$ cat src/rtl/iterative_mdu_if.sv
// Request/response bundle for the iterative multiply/divide unit.
// The requester drives start/op/a/b; the unit returns busy/done/result.
interface iterative_mdu_if #(
  parameter int unsigned XLEN = 32
);
  logic            start;
  logic [2:0]      op;
  logic [XLEN-1:0] a;
  logic [XLEN-1:0] b;
  logic            busy;
  logic            done;
  logic [XLEN-1:0] result;

  modport master (output start, op, a, b, input busy, done, result);
  modport slave  (input start, op, a, b, output busy, done, result);
endinterface

$ cat src/rtl/iterative_mdu.sv
// Iterative RV32M-style multiply/divide unit: XLEN shift-add or restoring
// shift-subtract steps on operand magnitudes, sign fixed up on the way to DONE.
module iterative_mdu #(
  parameter int unsigned XLEN = 32
) (
  input  logic           clk,
  input  logic           reset,
  iterative_mdu_if.slave bus
);
  localparam int unsigned CW = $clog2(XLEN + 1);

  typedef enum logic [1:0] {IDLE, CALC, DONE} state_t;

  state_t          state;
  logic [2:0]      op_q;
  logic            neg_q;
  logic [XLEN-1:0] opnd;
  logic [XLEN-1:0] acc_hi;
  logic [XLEN-1:0] acc_lo;
  logic [CW-1:0]   cnt;
  logic            busy_q;
  logic            done_q;
  logic [XLEN-1:0] result_q;

  assign bus.busy   = busy_q;
  assign bus.done   = done_q;
  assign bus.result = result_q;

  // Operand magnitudes and final sign, decided at the accepting edge
  logic            a_sgn;
  logic            b_sgn;
  logic [XLEN-1:0] a_mag;
  logic [XLEN-1:0] b_mag;
  logic            neg_c;

  always_comb begin
    a_sgn = 1'b0;
    b_sgn = 1'b0;
    case (bus.op)
      3'b001, 3'b100, 3'b110: begin
        a_sgn = bus.a[XLEN-1];
        b_sgn = bus.b[XLEN-1];
      end
      3'b010:  a_sgn = bus.a[XLEN-1];
      default: ;
    endcase
    a_mag = a_sgn ? XLEN'(-bus.a) : bus.a;
    b_mag = b_sgn ? XLEN'(-bus.b) : bus.b;
    // Remainder follows the dividend; everything else follows the product of signs
    neg_c = (bus.op == 3'b110) ? a_sgn : (a_sgn ^ b_sgn);
  end

  // One iteration step for each algorithm; acc_hi/acc_lo hold product or remainder/quotient
  logic [XLEN:0] mul_sum;
  logic [XLEN:0] div_shift;
  logic [XLEN:0] div_diff;

  always_comb begin
    mul_sum   = {1'b0, acc_hi} + (acc_lo[0] ? {1'b0, opnd} : '0);
    div_shift = {acc_hi, acc_lo[XLEN-1]};
    div_diff  = div_shift - {1'b0, opnd};
  end

  logic [2*XLEN-1:0] prod;
  logic [XLEN-1:0]   quo;
  logic [XLEN-1:0]   rem;
  logic [XLEN-1:0]   fin;

  always_comb begin
    prod = neg_q ? (2*XLEN)'(-{acc_hi, acc_lo}) : {acc_hi, acc_lo};
    quo  = neg_q ? XLEN'(-acc_lo) : acc_lo;
    rem  = neg_q ? XLEN'(-acc_hi) : acc_hi;
    case (op_q)
      3'b000:                 fin = prod[XLEN-1:0];
      3'b001, 3'b010, 3'b011: fin = prod[2*XLEN-1:XLEN];
      // A zero divisor leaves the dividend magnitude in acc_hi, so REM needs no override
      3'b100, 3'b101:         fin = (opnd == '0) ? '1 : quo;
      default:                fin = rem;
    endcase
  end

  always_ff @(posedge clk or posedge reset) begin
    if (reset) begin
      state    <= IDLE;
      op_q     <= '0;
      neg_q    <= 1'b0;
      opnd     <= '0;
      acc_hi   <= '0;
      acc_lo   <= '0;
      cnt      <= '0;
      busy_q   <= 1'b0;
      done_q   <= 1'b0;
      result_q <= '0;
    end else begin
      case (state)
        IDLE, DONE: begin
          done_q <= 1'b0;
          if (bus.start) begin
            state  <= CALC;
            busy_q <= 1'b1;
            op_q   <= bus.op;
            neg_q  <= neg_c;
            cnt    <= '0;
            acc_hi <= '0;
            if (bus.op[2]) begin
              opnd   <= b_mag;
              acc_lo <= a_mag;
            end else begin
              opnd   <= a_mag;
              acc_lo <= b_mag;
            end
          end else begin
            state <= IDLE;
          end
        end
        CALC: begin
          if (cnt == CW'(XLEN)) begin
            state    <= DONE;
            busy_q   <= 1'b0;
            done_q   <= 1'b1;
            result_q <= fin;
          end else begin
            cnt <= cnt + CW'(1);
            if (!op_q[2]) begin
              {acc_hi, acc_lo} <= {mul_sum, acc_lo[XLEN-1:1]};
            end else if (!div_diff[XLEN]) begin
              acc_hi <= div_diff[XLEN-1:0];
              acc_lo <= {acc_lo[XLEN-2:0], 1'b1};
            end else begin
              acc_hi <= div_shift[XLEN-1:0];
              acc_lo <= {acc_lo[XLEN-2:0], 1'b0};
            end
          end
        end
        default: begin
          state  <= IDLE;
          busy_q <= 1'b0;
          done_q <= 1'b0;
        end
      endcase
    end
  end
endmodule

$ cat src/flat_wrapper.sv
// flat-port wrapper written by rule: the top's interface ports become plain ports
module iterative_mdu_flat 
#(
  parameter int unsigned XLEN = 32
)
  (clk, reset, bus_start, bus_op, bus_a, bus_b, bus_busy, bus_done, bus_result);
  iterative_mdu_if #(.XLEN(XLEN)) bus_i ();
  input  logic clk;
  input  logic reset;
  input wire logic [$bits(bus_i.start)-1:0] bus_start;
  input wire logic [$bits(bus_i.op)-1:0] bus_op;
  input wire logic [$bits(bus_i.a)-1:0] bus_a;
  input wire logic [$bits(bus_i.b)-1:0] bus_b;
  output wire logic [$bits(bus_i.busy)-1:0] bus_busy;
  output wire logic [$bits(bus_i.done)-1:0] bus_done;
  output wire logic [$bits(bus_i.result)-1:0] bus_result;
  assign bus_i.start = bus_start;
  assign bus_i.op = bus_op;
  assign bus_i.a = bus_a;
  assign bus_i.b = bus_b;
  assign bus_busy = bus_i.busy;
  assign bus_done = bus_i.done;
  assign bus_result = bus_i.result;
  iterative_mdu #(.XLEN(XLEN)) u_core (.clk(clk), .reset(reset), .bus(bus_i));
endmodule
$ cat config.mk
export PLATFORM = sky130hd
export DESIGN_NAME = iterative_mdu_flat
export DESIGN_NICKNAME = d
export VERILOG_FILES = /design/src/rtl/iterative_mdu_if.sv /design/src/rtl/iterative_mdu.sv /design/src/flat_wrapper.sv
export SDC_FILE = /design/constraint.sdc
export NUM_CORES = 1
export LEC_CHECK = 0
export CORE_MARGIN = 5
export CORE_UTILIZATION = 52
export DETAILED_ROUTE_END_ITERATION = 10
export GPL_ROUTABILITY_DRIVEN = 0
export HOLD_SLACK_MARGIN = 0.02
export PLACE_DENSITY = 0.78
export SETUP_SLACK_MARGIN = 0.2
export SYNTH_ARGS = -nofsm -noshare
export SYNTH_HDL_FRONTEND = slang
export SYNTH_SLANG_ARGS = --single-unit
$ cat constraint.sdc
create_clock -name clk -period 6.7 [get_ports clk]
set_input_delay 1.675 -clock clk [delete_from_list [all_inputs] [get_ports clk]]
set_output_delay 1.675 -clock clk [all_outputs]
set_load 0.01 [all_outputs]
==> results.toml <==
[run_status]
status = "complete, no violations"

[synthesis]
synth-seq-cells = 141
synth.cell_area_mm2 = 0.0144
ys_seq_area_share_pct = 24.5
synth_cell_type_count = 81
synthFlopType = "dfrtp_1"
postSynthCellCount = 1928
async_flop_share_pct = 100
synth_edf_count = 0
ys_warn_count = 0
syn-num-nets = 2070
syn_area_per_cell_um2 = 7.46

[power]
peakVddDrop_mv = 0.357
powerDensity_mw_per_mm2 = 592
cellLeakagePower_nw = 6.56

[worst_setup_path]
path_cells = "ha_1 > and2_1 > a2111oi_0 > o2111ai_1 > o21ai_1 > nand2_1 > or3_1 > a32o_1"
crit_required_ns = 7.03
start_kind = "flip-flop"
cpPeakStageDelay_ns = 0.92
endpoint_kind = "flip-flop"
slowest_stage = "a2111oi_0"
worstPathArrival_ns = 4.85
worst-setup-path-type = "reg2reg"
path_max_fanout = 12

[floorplan]
core_area_mm2 = 0.0271
rows = 60
ios = 104
dieWidth_um = 176
die_y_um = 176
dieArea_mm2 = 0.0311
start_util_pct = 53.1

[global_routing]
grt_max_degree = 107
busiest_layer = "met2"
grt_pass1_vias = 13911
antenna_found_initial = 0
use_met2_pct = 45.7
grt_usage_pct = 30.7
grt_overflow_total = 0
grt.met3_usage_pct = 7.54
use_met1_pct = 41.4
grt_pass1_wl_um = 76600

[detailed_routing]
ant_nets = 0
vias = 15289
first_pass_iters = 7
routedWlPerCell_um = 21.2
drt_iter0_markers = 2044
drt-total-wl_um = 49300
drc = 0
viasPerCell = 6.58

[cells_and_area]
mostFrequentLayoutCells = "205 x nor2_1, 203 x nand2_1, 180 x a21oi_1"
final_common_cell = "nor2_1"
syn_to_final_growth_pct = 11.7
fin_util_pct = 59.3
num-nets-final = 2079
drive_above_1_share_pct = 4.62
n_antenna_cell = 0
fin_cells = 2322

[sta]
finalSetupViolCount = 0
post-route-period-util_pct = 67.4
finClkSkew_ns = 0.0172
fin_crit_ns = 4.52
relSlewSlack_pct = 20.6
drv_slew = 0
worst_pin_slew_ns = 1.19
fmax_mhz = 221
final_hold_viol_count = 0
setup_tns_ns = 0
rsz0062_at_grt = "no"

[clock_tree]
htree_num_levels = 4
cts_resized = 0
cts_hold_buf = 0
post_cts_buffers = 0
cts_made_buffers = 17
clkTransAtPathRegs_ns = 0.07
cts_tree = "yes"
clk_path_buf_depth = 2
clkLatencyLatePin_ns = 0.45
clockRootBuffer = "clkbuf_16"
clock-sinks = 141

[placed_design]
dp.cells = 2290
io_buffer_count = 103
dpl.hpwl_um = 36600

[hold_path]
hold_path_class = "reg2reg"

[flow_run]
drv_cap = 0
[per-layer routing]
layer	vias to the layer above	routed length, µm
li1	7013	-
met1	7138	19800
met2	951	20700
met3	187	5670
met4	0	3050
met5	-	0
[cell usage after synthesis (26+ instances only)]
library cell,number,area share (%)
dfrtp_1,141,25
ha_1,70,6.1
xor2_1,85,5.2
a21o_1,26,1.4
clkbuf_1,109,2.8
a31oi_1,26,1.1
mux2i_1,44,3.1
inv_1,62,1.6
nand3_1,31,1.1
nor2_1,206,5.4
a21oi_1,180,6.3
xnor2_1,104,6.3
or3_1,27,1.2
o31ai_1,39,2.0
nand2_1,203,5.3
nor3_1,34,1.2
o21ai_0,174,6.1
[metrics by stage]
step           hold WS, ns  area [µm²]  worst slack (ns)  total power, mW
3_3_place_gp         0.464       15500              1.93             8.07
6_report             0.479       16100              2.18             9.52
5_1_grt              0.490       16100              1.96             10.1
3_5_place_dp         0.472       15500              1.85             8.24
2_1_floorplan        0.450       14400              1.24             6.52
4_1_cts              0.486       16100              2.30             9.26
[cell type report]
cell class	count	area (µm²)
Clock buffer	18	429
Clock inverter	14	146
Fill cell	2405	11000
Inverter	64	245
Multi-Input combinational cell	1591	10100
Sequential cell	141	3530
Tap cell	372	465
Timing Repair Buffer	122	1170
[critical path: cells and delay by family, from the launching register on]
| family | cells | cell delay, ns |
|---|---|---|
| DFF | 1 | 0.62 |
| adders and majority gates | 1 | 0.37 |
| and+or+nand+nor | 3 | 1.35 |
| AOI/OAI and AO/OA | 4 | 2.07 |
[cells by family after synthesis]
logic type | after synthesis | synth area share (%)
muxes | 54 | 3.87
DFF | 141 | 24.5
and+or+nand+nor | 632 | 20.3
adders and majority gates | 72 | 6.36
xor gates and xnor gates | 189 | 11.5
buffers and inverters | 196 | 5.41
AOI/OAI and AO/OA | 644 | 28.0
[state kept, by name, summed over array words and instances, names as in the netlist, 2 cells and up]
signal             cells
u_core.opnd           32
u_core.op_q            3
u_core.bus.result     32
u_core.acc_lo         32
u_core.cnt             6
u_core.state           2
u_core.acc_hi         32
[power breakdown]
group,internal (mW),switching (mW),total (mW)
Combinational,2.61,3.91,6.51
Clock,0.497,0.460,0.957
Sequential,1.27,0.782,2.05
[final timing paths]
path                       cells past startpoint               endpoint             startpoint  slack (ns)
hold reg to reg                                2  u_core.bus.result[12]  u_core.bus.result[12]        0.48
max in group asynchronous                      3         u_core.op_q[2]                  reset        3.70
setup reg to reg                               8      u_core.acc_hi[16]      u_core.acc_hi[22]        2.18
hold / removal                                 2  u_core.bus.result[12]  u_core.bus.result[12]        0.48
min in group asynchronous                      2  u_core.bus.result[19]                  reset        1.81
setup / recovery                               8      u_core.acc_hi[16]      u_core.acc_hi[22]        2.18
(Power assumes the default switching activity.)
